<file path="config.mk">
export PLATFORM = sky130hd
export DESIGN_NAME = byte_bus_arbiter_flat
export DESIGN_NICKNAME = d
export VERILOG_FILES = /design/src/rtl/byte_bus_if.sv /design/src/rtl/byte_bus_arbiter.sv /design/src/flat_wrapper.sv
export SDC_FILE = /design/constraint.sdc
export NUM_CORES = 1
export LEC_CHECK = 0
export CORE_MARGIN = 2
export CORE_UTILIZATION = 40
export CTS_CLUSTER_SIZE = 40
export DETAILED_ROUTE_END_ITERATION = 12
export GPL_TIMING_DRIVEN = 0
export PLACE_DENSITY = 0.71
export SYNTH_ARGS = -nofsm -noshare
export SYNTH_HDL_FRONTEND = slang
export SYNTH_SLANG_ARGS = --single-unit
export TNS_END_PERCENT = 30
</file>
<file path="constraint.sdc">
create_clock -name clk -period 2.5 [get_ports clk]
set_input_delay 0.25 -clock clk [delete_from_list [all_inputs] [get_ports clk]]
set_output_delay 0.25 -clock clk [all_outputs]
set_load 0.1 [all_outputs]
</file>
<file path="src/rtl/byte_bus_if.sv">
// Requester and external byte-bus signal bundle for byte_bus_arbiter.
// Optional bus_rdy wait input exists only when BYTE_BUS_WAIT_EN is defined.
interface byte_bus_if #(
    parameter int BEATS = 4
);
    localparam int W = 8 * BEATS;

    logic         req0;
    logic         rw0;
    logic [W-1:0] addr0;
    logic [W-1:0] wdata0;
    logic         ack0;
    logic         req1;
    logic         rw1;
    logic [W-1:0] addr1;
    logic [W-1:0] wdata1;
    logic         ack1;
    logic [W-1:0] rdata;
    logic [7:0]   bus_out;
    logic [7:0]   bus_oe;
    logic [7:0]   bus_in;
    logic [3:0]   bus_phase;
    logic [1:0]   grant;
    logic         busy;
`ifdef BYTE_BUS_WAIT_EN
    logic         bus_rdy;
`endif

    modport master (
        input  req0, rw0, addr0, wdata0,
        input  req1, rw1, addr1, wdata1,
        input  bus_in,
`ifdef BYTE_BUS_WAIT_EN
        input  bus_rdy,
`endif
        output ack0, ack1, rdata,
        output bus_out, bus_oe, bus_phase,
        output grant, busy
    );

    modport slave (
        output req0, rw0, addr0, wdata0,
        output req1, rw1, addr1, wdata1,
        output bus_in,
`ifdef BYTE_BUS_WAIT_EN
        output bus_rdy,
`endif
        input  ack0, ack1, rdata,
        input  bus_out, bus_oe, bus_phase,
        input  grant, busy
    );
endinterface

</file>
<file path="src/rtl/byte_bus_arbiter.sv">
// Round-robin arbiter sequencing two 32-bit requesters onto one byte bus.
// Define BYTE_BUS_WAIT_EN to add bus_rdy wait states in the data phase.
module byte_bus_arbiter #(
    parameter int BEATS = 4
) (
    input logic       clk,
    input logic       rst_n,
    byte_bus_if.master bus
);
    localparam int W  = 8 * BEATS;
    localparam int BW = (BEATS > 1) ? $clog2(BEATS) : 1;
    localparam logic [BW-1:0] LAST = BW'(BEATS - 1);

    typedef enum logic [1:0] {IDLE, ADDR, DATA, DONE} state_t;

    state_t         r_state;
    logic [BW-1:0]  r_beat;
    logic           r_ptr;
    logic           r_rw;
    logic [W-1:0]   r_addr;
    logic [W-1:0]   r_wdata;
    logic [W-1:0]   r_rdata;
    logic [7:0]     r_out;
    logic [7:0]     r_oe;
    logic [3:0]     r_phase;
    logic [1:0]     r_grant;
    logic           r_busy;
    logic           r_ack0;
    logic           r_ack1;

    logic           w_pick1;
    logic [BW-1:0]  w_next;
    logic           w_adv;

    // Requester 1 wins when alone, or on a tie when requester 0 went last.
    assign w_pick1 = bus.req1 & (~bus.req0 | ~r_ptr);
    assign w_next  = r_beat + 1'b1;
`ifdef BYTE_BUS_WAIT_EN
    assign w_adv   = bus.bus_rdy;
`else
    assign w_adv   = 1'b1;
`endif

    // Transaction sequencer; every output comes straight from a register.
    always_ff @(posedge clk or negedge rst_n) begin
        if (!rst_n) begin
            r_state <= IDLE;
            r_beat  <= '0;
            r_ptr   <= 1'b1;
            r_rw    <= 1'b0;
            r_addr  <= '0;
            r_wdata <= '0;
            r_rdata <= '0;
            r_out   <= 8'h00;
            r_oe    <= 8'h00;
            r_phase <= 4'hF;
            r_grant <= 2'b00;
            r_busy  <= 1'b0;
            r_ack0  <= 1'b0;
            r_ack1  <= 1'b0;
        end else begin
            unique case (r_state)
                IDLE: begin
                    if (bus.req0 | bus.req1) begin
                        r_state <= ADDR;
                        r_beat  <= '0;
                        r_ptr   <= w_pick1;
                        r_rw    <= w_pick1 ? bus.rw1 : bus.rw0;
                        r_addr  <= w_pick1 ? bus.addr1 : bus.addr0;
                        r_wdata <= w_pick1 ? bus.wdata1 : bus.wdata0;
                        r_out   <= w_pick1 ? bus.addr1[7:0] : bus.addr0[7:0];
                        r_oe    <= 8'hFF;
                        r_phase <= 4'h0;
                        r_grant <= w_pick1 ? 2'b10 : 2'b01;
                        r_busy  <= 1'b1;
                    end
                end
                ADDR: begin
                    if (r_beat == LAST) begin
                        r_state <= DATA;
                        r_beat  <= '0;
                        r_phase <= 4'(BEATS);
                        r_out   <= r_rw ? 8'h00 : r_wdata[7:0];
                        r_oe    <= r_rw ? 8'h00 : 8'hFF;
                    end else begin
                        r_beat  <= w_next;
                        r_phase <= 4'(w_next);
                        r_out   <= r_addr[8*w_next +: 8];
                    end
                end
                DATA: begin
                    if (w_adv) begin
                        if (r_rw) begin
                            r_rdata[8*r_beat +: 8] <= bus.bus_in;
                        end
                        if (r_beat == LAST) begin
                            r_state <= DONE;
                            r_beat  <= '0;
                            r_phase <= 4'(2 * BEATS);
                            r_out   <= 8'h00;
                            r_oe    <= 8'h00;
                            r_ack0  <= r_grant[0];
                            r_ack1  <= r_grant[1];
                        end else begin
                            r_beat  <= w_next;
                            r_phase <= 4'(BEATS) + 4'(w_next);
                            r_out   <= r_rw ? 8'h00 : r_wdata[8*w_next +: 8];
                        end
                    end
                end
                DONE: begin
                    r_state <= IDLE;
                    r_phase <= 4'hF;
                    r_grant <= 2'b00;
                    r_busy  <= 1'b0;
                    r_ack0  <= 1'b0;
                    r_ack1  <= 1'b0;
                end
                default: r_state <= IDLE;
            endcase
        end
    end

    assign bus.ack0      = r_ack0;
    assign bus.ack1      = r_ack1;
    assign bus.rdata     = r_rdata;
    assign bus.bus_out   = r_out;
    assign bus.bus_oe    = r_oe;
    assign bus.bus_phase = r_phase;
    assign bus.grant     = r_grant;
    assign bus.busy      = r_busy;
endmodule

</file>
<file path="src/flat_wrapper.sv">
// flat-port wrapper written by rule: the top's interface ports become plain ports
module byte_bus_arbiter_flat 
#(
    parameter int BEATS = 4
)
  (clk, rst_n, bus_req0, bus_rw0, bus_addr0, bus_wdata0, bus_req1, bus_rw1, bus_addr1, bus_wdata1, bus_bus_in, bus_ack0, bus_ack1, bus_rdata, bus_bus_out, bus_bus_oe, bus_bus_phase, bus_grant, bus_busy);
  byte_bus_if #(.BEATS(BEATS)) bus_i ();
  input logic clk;
  input logic rst_n;
  input wire logic [$bits(bus_i.req0)-1:0] bus_req0;
  input wire logic [$bits(bus_i.rw0)-1:0] bus_rw0;
  input wire logic [$bits(bus_i.addr0)-1:0] bus_addr0;
  input wire logic [$bits(bus_i.wdata0)-1:0] bus_wdata0;
  input wire logic [$bits(bus_i.req1)-1:0] bus_req1;
  input wire logic [$bits(bus_i.rw1)-1:0] bus_rw1;
  input wire logic [$bits(bus_i.addr1)-1:0] bus_addr1;
  input wire logic [$bits(bus_i.wdata1)-1:0] bus_wdata1;
  input wire logic [$bits(bus_i.bus_in)-1:0] bus_bus_in;
  output wire logic [$bits(bus_i.ack0)-1:0] bus_ack0;
  output wire logic [$bits(bus_i.ack1)-1:0] bus_ack1;
  output wire logic [$bits(bus_i.rdata)-1:0] bus_rdata;
  output wire logic [$bits(bus_i.bus_out)-1:0] bus_bus_out;
  output wire logic [$bits(bus_i.bus_oe)-1:0] bus_bus_oe;
  output wire logic [$bits(bus_i.bus_phase)-1:0] bus_bus_phase;
  output wire logic [$bits(bus_i.grant)-1:0] bus_grant;
  output wire logic [$bits(bus_i.busy)-1:0] bus_busy;
  assign bus_i.req0 = bus_req0;
  assign bus_i.rw0 = bus_rw0;
  assign bus_i.addr0 = bus_addr0;
  assign bus_i.wdata0 = bus_wdata0;
  assign bus_i.req1 = bus_req1;
  assign bus_i.rw1 = bus_rw1;
  assign bus_i.addr1 = bus_addr1;
  assign bus_i.wdata1 = bus_wdata1;
  assign bus_i.bus_in = bus_bus_in;
  assign bus_ack0 = bus_i.ack0;
  assign bus_ack1 = bus_i.ack1;
  assign bus_rdata = bus_i.rdata;
  assign bus_bus_out = bus_i.bus_out;
  assign bus_bus_oe = bus_i.bus_oe;
  assign bus_bus_phase = bus_i.bus_phase;
  assign bus_grant = bus_i.grant;
  assign bus_busy = bus_i.busy;
  byte_bus_arbiter #(.BEATS(BEATS)) u_core (.clk(clk), .rst_n(rst_n), .bus(bus_i));
endmodule
</file>
==> reports/metrics.csv <==
metric,value,unit
path_clk_slew,0.05,ns
fin_crit_sh,0.975,
critical_path_class,register to primary output,
crit_fanout,9,
clkLatencyLatePin,0.42,ns
swShare,0.495,
grt_pass1_vias,5347,
tns,0,ns
slowest_delay,1.12,ns
run_status,finished clean,
cap_viol_max_count,0,
yosysTopAreaCellShare,0.472,
synth_fp_nets,700,
hpwl,13600,µm
finalHoldViolCount,0,
placed_cells,933,
drive_gt1_frac,0.144,
synth_warnings,0,
fillCellCount,1298,
fin_util,0.595,
maxSlewHeadroom,0.300,
diodes,0,
core,15000,µm²
timing.fmax,0.410,GHz
gp_congestion,0.823,
cts_buffers,17,
slew_violations,0,
num_vias,5210,
grt_max_degree,82,
grt_setup_unrepaired,no,
tightestPinTransition,1.05,ns
yosys_register_bits,120,
cp.required,2.25,ns
initial_core_util,0.405,
synth.area.top_cells,"dfrtp_1, mux2i_1, o21ai_0, a22o_1, nand2_1",
firstDrtPassIters,7,
fp.dieW,127,µm
wirelength,17800,µm
vdd_drop_max,0.802,mV
power_frac_seq,0.260,
h-tree-depth,4,
path_cells,buf_4 > clkdlybuf4s50_1,
syn_area,6090,µm²
clk_path_buf_depth,2,
powerDensity,1510,nW/µm²
drt_iter0_markers,319,
port_buffers,198,
netlist_instances,546,
clock_skew,0.00638,ns
crit_arrival,2.19,ns
antenna_found_initial,0,
power,13600,µW
detail_route.vias_per_cell,5.38,
avgSynthCellArea,11.2,µm²
endpoint_kind,primary output,
slowest_stage,clkdlybuf4s50_1,
ant_nets,0,
cts_tree,done,
wire_per_inst,18.4,µm
multi_input_area,2810,µm²
combPwrFrac,0.565,
grt_pass1_wl,28400,µm
fp-row-count,45,
layout.area.seq,3010,µm²
cp-start-kind,register,
dieArea,16200,µm²
setup_violations,0,
final_cell_mix,"clkdlybuf4s50_1, dfrtp_1, mux2i_1, nand2_1, o21ai_0",
fp.dieH,127,µm
leakagePower,0.00389,µW
stdcell_count,968,
timing.hold.ws,0.321,ns
boundaryPins,199,
internal-power,6840,µW
critical_path_buf_inv_count,2,
layout_commonest_cell,clkdlybuf4s50_1,
cts_root_buffer,clkbuf_16,
p_sw,6710,µW
syn_to_final_growth,46.9,%
path_delay_family,buffers and inverters,
ys_types,43,
hold_class,input pin to asynchronous set/reset pin,
yosysTopAreaCell,dfrtp_1,
fin_crit,2.44,ns
pwr-share-clk,0.175,
overflow,0,
drc,0,
fin_nets,922,
synth_seq_area_share,0.494,
cts.sinks,120,
grt_usage,0.225,
-- through the flow --
step	setup WS, ns	area [µm²]
finish	0.0622	8950
global placement	-3.26	8310
global route	0.00231	8950
floorplan	0.292	6090
CTS	0.0271	8920
detailed placement	-0.0112	8340
-- area by class of cell --
type / count / share of cell area
buffer: 41 / 0.0289
clock buffer: 22 / 0.0530
clock inverter: 9 / 0.0110
inverter: 7 / 0.00336
multi-input combinational: 378 / 0.314
sequential: 120 / 0.336
tap: 188 / 0.0263
timing repair buffer: 203 / 0.227
-- path summary, 6_finish.rpt --
kind	cells after the start	end	slack, ns	startpoint
max	2	bus_bus_oe[1]	0.06	u_core.bus.bus_oe[6]
min	2	u_core.bus.ack0	0.32	rst_n
max reg2reg	9	u_core.bus.bus_out[6]	0.13	u_core.r_beat[0]
min reg2reg	2	u_core.bus.bus_phase[3]	0.47	u_core.bus.bus_phase[3]
max in group asynchronous	3	u_core.r_wdata[16]	1.47	rst_n
min in group clk	3	u_core.r_addr[14]	0.46	bus_addr0[14]
-- registers in the layout, indices dropped and copies added, names as in the netlist, 2 cells and up --
name,cells
u_core.r_wdata,32
u_core.bus.bus_phase,4
u_core.r_addr,32
u_core.bus.grant,2
u_core.r_beat,2
u_core.r_state,2
u_core.bus.rdata,32
u_core.bus.bus_out,8
-- synth_stat cells --
library cell / count
nand2_1: 77
o31ai_1: 3
o21ai_0: 64
a21oi_1: 15
nor4b_4: 2
nor2_1: 5
nor4_4: 3
nor2b_1: 1
or3b_1: 1
inv_1: 7
a221oi_2: 1
buf_2: 15
nand2b_1: 2
nand3b_2: 1
nand3_2: 1
dfstp_2: 5
o21ai_1: 7
nor3_2: 1
nor2_8: 1
a22oi_1: 8
mux2i_1: 84
a31oi_1: 8
o2bb2ai_1: 7
buf_6: 5
nor2_2: 1
o22ai_1: 7
nor4bb_1: 1
ha_1: 12
a32o_1: 2
and3_1: 1
a2111oi_0: 1
mux2_2: 17
nor3b_2: 2
clkbuf_1: 7
a22o_1: 35
buf_4: 12
nand3_1: 3
or2_2: 1
clkbuf_2: 2
a21boi_2: 1
a41oi_1: 1
dfrtp_1: 115
o22ai_2: 1
-- power groups by stage --
| stage | Combinational (µW) | Sequential, µW | Clock, µW |
|---|---|---|---|
| 2_1_floorplan | 3270 | 5810 | 0 |
| 3_3_place_gp | 7440 | 3500 | 0 |
| 3_5_place_dp | 7600 | 3540 | 0 |
| 4_1_cts | 7630 | 3520 | 2400 |
| 5_1_grt | 8110 | 3630 | 2500 |
| 6_report | 7650 | 3530 | 2380 |
-- what timing repair did --
action                                  4_1_cts  5_1_grt
gates resized for setup                       1        5
buffers inserted                              0        3
hold buffers                                  1        0
endpoints found under the hold margin        34        0
pin swaps                                     0        1
endpoints found under the setup margin        1        5
-- logic make-up (layout without fill, tap and decap cells) --
logic type,after synthesis,in the layout,synth area share
compound gates,161,161,0.172
buf+inv,48,282,0.0466
flops,120,120,0.494
simple gates,104,104,0.0930
fa+ha+maj,12,12,0.0246
mux,101,101,0.169
-- layer usage --
layer  GRT usage  wire length, µm  part of all wire
met1       0.283             7490              0.42
met2       0.389             8970              0.50
met3      0.0436             1050             0.059
met4      0.0789              338             0.019
met5           0                0                 0
No activity file was read; power rests on OpenSTA's default activity.
==> patch 1 (same flow settings) <==
Make the reset (`rst_n`) synchronous in one clocked block.
--- a/src/rtl/byte_bus_arbiter.sv
+++ b/src/rtl/byte_bus_arbiter.sv
@@ -44,3 +44,3 @@
     // Transaction sequencer; every output comes straight from a register.
-    always_ff @(posedge clk or negedge rst_n) begin
+    always_ff @(posedge clk) begin
         if (!rst_n) begin
Check against the original RTL: differs if rst_n is asserted again (counterexample within 4 cycles, from zero or initial values and one cycle with rst_n low); with rst_n held inactive, the same outputs for 10 cycles.
==> patch 1 against the original RTL <==
  * Total power fell by 28%
  * Sequential cell count did not move
  * Hold slack got worse by 0.068 ns
  * Final area fell by 0.41%
  * Wire length fell by 3.2%
  * Worst setup slack improved by 0.024 ns
  * Clock skew rose by 0.0011 ns
  * Global-route usage fell by 0.95 points
  * Area after synthesis fell by 0.31%
  * Combinational power fell by 42%
==> patch 1: results (changes against the original RTL) <==
post-synthesis mux area share 0.165 (-0.00463); fin crit period 2.41 ns (-0.0238 ns); dominant synthesized flop cell dfxtp_1; Post-Layout Cell Count 1,021 (+5.5%); post-cts resize count 0 (-1); Data arrival, critical path 2.16 ns (-0.03 ns); adder-cell area share of the yosys netlist 0.0227 (-0.00198); IO Port Bufs 197 (-0.51%); WL met2 8530 µm (-4.9%); Min Hold Slack 0.252 ns (-0.0683 ns); leading cell types by count after synthesis 120 x dfxtp_1, 100 x mux2i_1, 80 x nand2_1; sw power 3.94 mW (-41%); crit path launch u_core.bus.bus_oe[6]$_SDFFE_PN0P_; GR Util All Layers 0.216 (-0.00948); placed standard-cell area 8280 µm² (-0.69%); cell area after layout 8910 µm² (-0.41%); met3 usage 0.0410 (-0.00251); number of global-route vias before repair 5,547 (+3.7%); CP endpoint bus_bus_oe[6]; status finished, final reports clean; Syn Nets 757 (+8.1%); R2R cell count 8 (-1); launching point of the worst reg2reg path u_core.r_beat[0]$_SDFFE_PN0P_; Final HPWL DP 13,400 µm (-0.84%); synth top area cells dfxtp_1 40%, mux2i_1 16%, o211a_1 11%; placed insts 989 (+6.0%); Max VDD drop 0.000690 V (-14%); asr flop ratio synth 0 (-1.00); final hold viol count 0 (unchanged); via/cell ratio 5.36 (-0.44%); P_leak 3.85 nW (-1.1%); metal3 WL 1000 µm (-3.9%); DRT iter0 DRCs 309 (-3.1%); Yosys cell types 44 (+2.3%); sequential share of the synthesized area 0.395 (-0.0984); first-pass GRT wire length 27,700 µm (-2.5%); largest net degree at the start of global routing 17 (-79%); DRT Pass-1 Iters 5 (-2); post-synthesis cell count 604 (+11%); Hold Crit Class input pin to register; r2r setup slk 0.18 ns (+0.05 ns); Setup Skew 0.00748 ns (+0.00110 ns); reg2reg end u_core.bus.rdata[6]$_SDFFE_PN0P_; RD Place Congestion 0.832 (+1.1%); pre-CTS setup slack 0.0645 ns (+0.0757 ns); wire per inst 16.9 µm (-8.3%)
patch 1: changes by cell type after synthesis, sizes merged, moves of 11 or more:
cell / before / now
o21ai: 71 / 14
nor2b: 1 / 42
dfrtp: 115 / 0
a22oi: 8 / 43
mux2i: 84 / 100
clkbuf: 9 / 25
a22o: 35 / 0
o211a: 0 / 66
dfxtp: 0 / 120
a21oi: 15 / 4
mux2: 17 / 0
patch 1: area by class of cell:
| type | count | area [µm²] |
|---|---|---|
| fill | 1298 | 6120 |
| multi-input combinational | 420 | 3340 |
| sequential | 120 | 2400 |
| timing repair buffer | 198 | 1970 |
| clock buffer | 19 | 443 |
| buffer | 55 | 317 |
| tap | 188 | 235 |
| clock inverter | 13 | 178 |
| inverter | 8 | 30.0 |
patch 1: power groups by stage:
stage               Combinational (mW)  Sequential, mW  Clock, mW
global placement                  4.32            2.76          0
floorplan                         2.79            3.21          0
CTS                               4.44            2.74       2.57
finish                            4.47            2.74       2.55
global route                      4.82            2.80       2.68
detailed placement                4.42            2.77          0
==> patch 2 (config.mk and constraints unchanged) <==
Made on the original files. `BEATS` is set to 4 in 3 places; all go to 2.
--- a/src/rtl/byte_bus_if.sv
+++ b/src/rtl/byte_bus_if.sv
@@ -3,3 +3,3 @@
 interface byte_bus_if #(
-    parameter int BEATS = 4
+    parameter int BEATS = 2
 );
--- a/src/rtl/byte_bus_arbiter.sv
+++ b/src/rtl/byte_bus_arbiter.sv
@@ -3,3 +3,3 @@
 module byte_bus_arbiter #(
-    parameter int BEATS = 4
+    parameter int BEATS = 2
 ) (
--- a/src/flat_wrapper.sv
+++ b/src/flat_wrapper.sv
@@ -3,3 +3,3 @@
 #(
-    parameter int BEATS = 4
+    parameter int BEATS = 2
 )
Ports: changed (5 resized); port bits go from 199 to 119. The function was not compared with the original's and may differ.
==> patch 2 against the original RTL <==
  * Sequential cell count fell by 57
  * Final area fell by 46%
  * Area after synthesis fell by 46%
  * Worst setup slack improved by 0.088 ns
  * Die area fell by 45%
  * Cell count fell by 44%
  * Wire length fell by 54%
Power is not shown: default switching activity piles up to over one toggle a cycle in this logic, so the estimate is an artifact.
==> patch 2: results (changes against the original RTL) <==
Worst-Skew Late Latency 0.35 ns (-0.07 ns); Global Route met2 Usage 0.309 (-0.0797); Yosys cell types 36 (-16%); Syn Nets 385 (-45%); launching point of the worst reg2reg path u_core.r_state[1]$_DFFE_PN0P_; leading cell types by count after synthesis 58 x dfrtp_1, 35 x mux2i_1, 35 x nand2_1; Data arrival, critical path 2.10 ns (-0.09 ns); via/cell ratio 5.04 (-6.5%); post-synthesis mux area share 0.161 (-0.00837); wl on met1 3700 µm (-51%); GRT met1 Usage 0.256 (-0.0278); max frequency 0.426 GHz (+3.7%); synth top area cells dfrtp_1 44%, mux2i_1 11%, mux2_2 5.5%; adder-cell area share of the yosys netlist 0.0228 (-0.00185); status finished, final reports clean; Slew HR 0.330 (+0.0291); Final HPWL DP 6220 µm (-54%); DRT iter0 DRCs 102 (-68%); R2R cell count 7 (-2); post-cts resize count 0 (-1); CP endpoint bus_bus_oe[6]; CTS Root Cell clkbuf_8; first-pass GRT wire length 13,200 µm (-53%); reg2reg end u_core.bus.bus_out[0]$_DFFE_PN0P_; placed standard-cell area 4620 µm² (-45%); GR Util All Layers 0.193 (-0.0323)
## patch 2: changes by cell type after synthesis, moves of 8 or more
| cell | unedited run | this run |
|---|---|---|
| o21ai_0 | 64 | 15 |
| dfrtp_1 | 115 | 58 |
| o21ai_1 | 7 | 20 |
| a22o_1 | 35 | 0 |
| a21oi_1 | 15 | 5 |
| and4b_1 | 0 | 8 |
| mux2i_1 | 84 | 35 |
| a211oi_1 | 0 | 8 |
| and3b_1 | 0 | 8 |
| nand2_1 | 77 | 35 |
| a21o_1 | 0 | 8 |
| nor4_1 | 0 | 8 |
| buf_2 | 15 | 6 |
## patch 2: cell type report
type	instances	area (µm²)	area share
multi-input cells	202	1490	0.307
flip-flops and latches	63	1580	0.327
repair buffers	120	1210	0.249
clock buffers	13	169	0.0349
inverters	6	22.5	0.00465
plain buffers	30	204	0.0421
clock inverters	3	40.0	0.00827
well taps	105	131	0.0271
## patch 2: critical path, cell delays in order, from the launching register on
cell and delay [ns]:
dfrtp_1 0.48, buf_4 0.15, clkdlybuf4s50_1 1.12
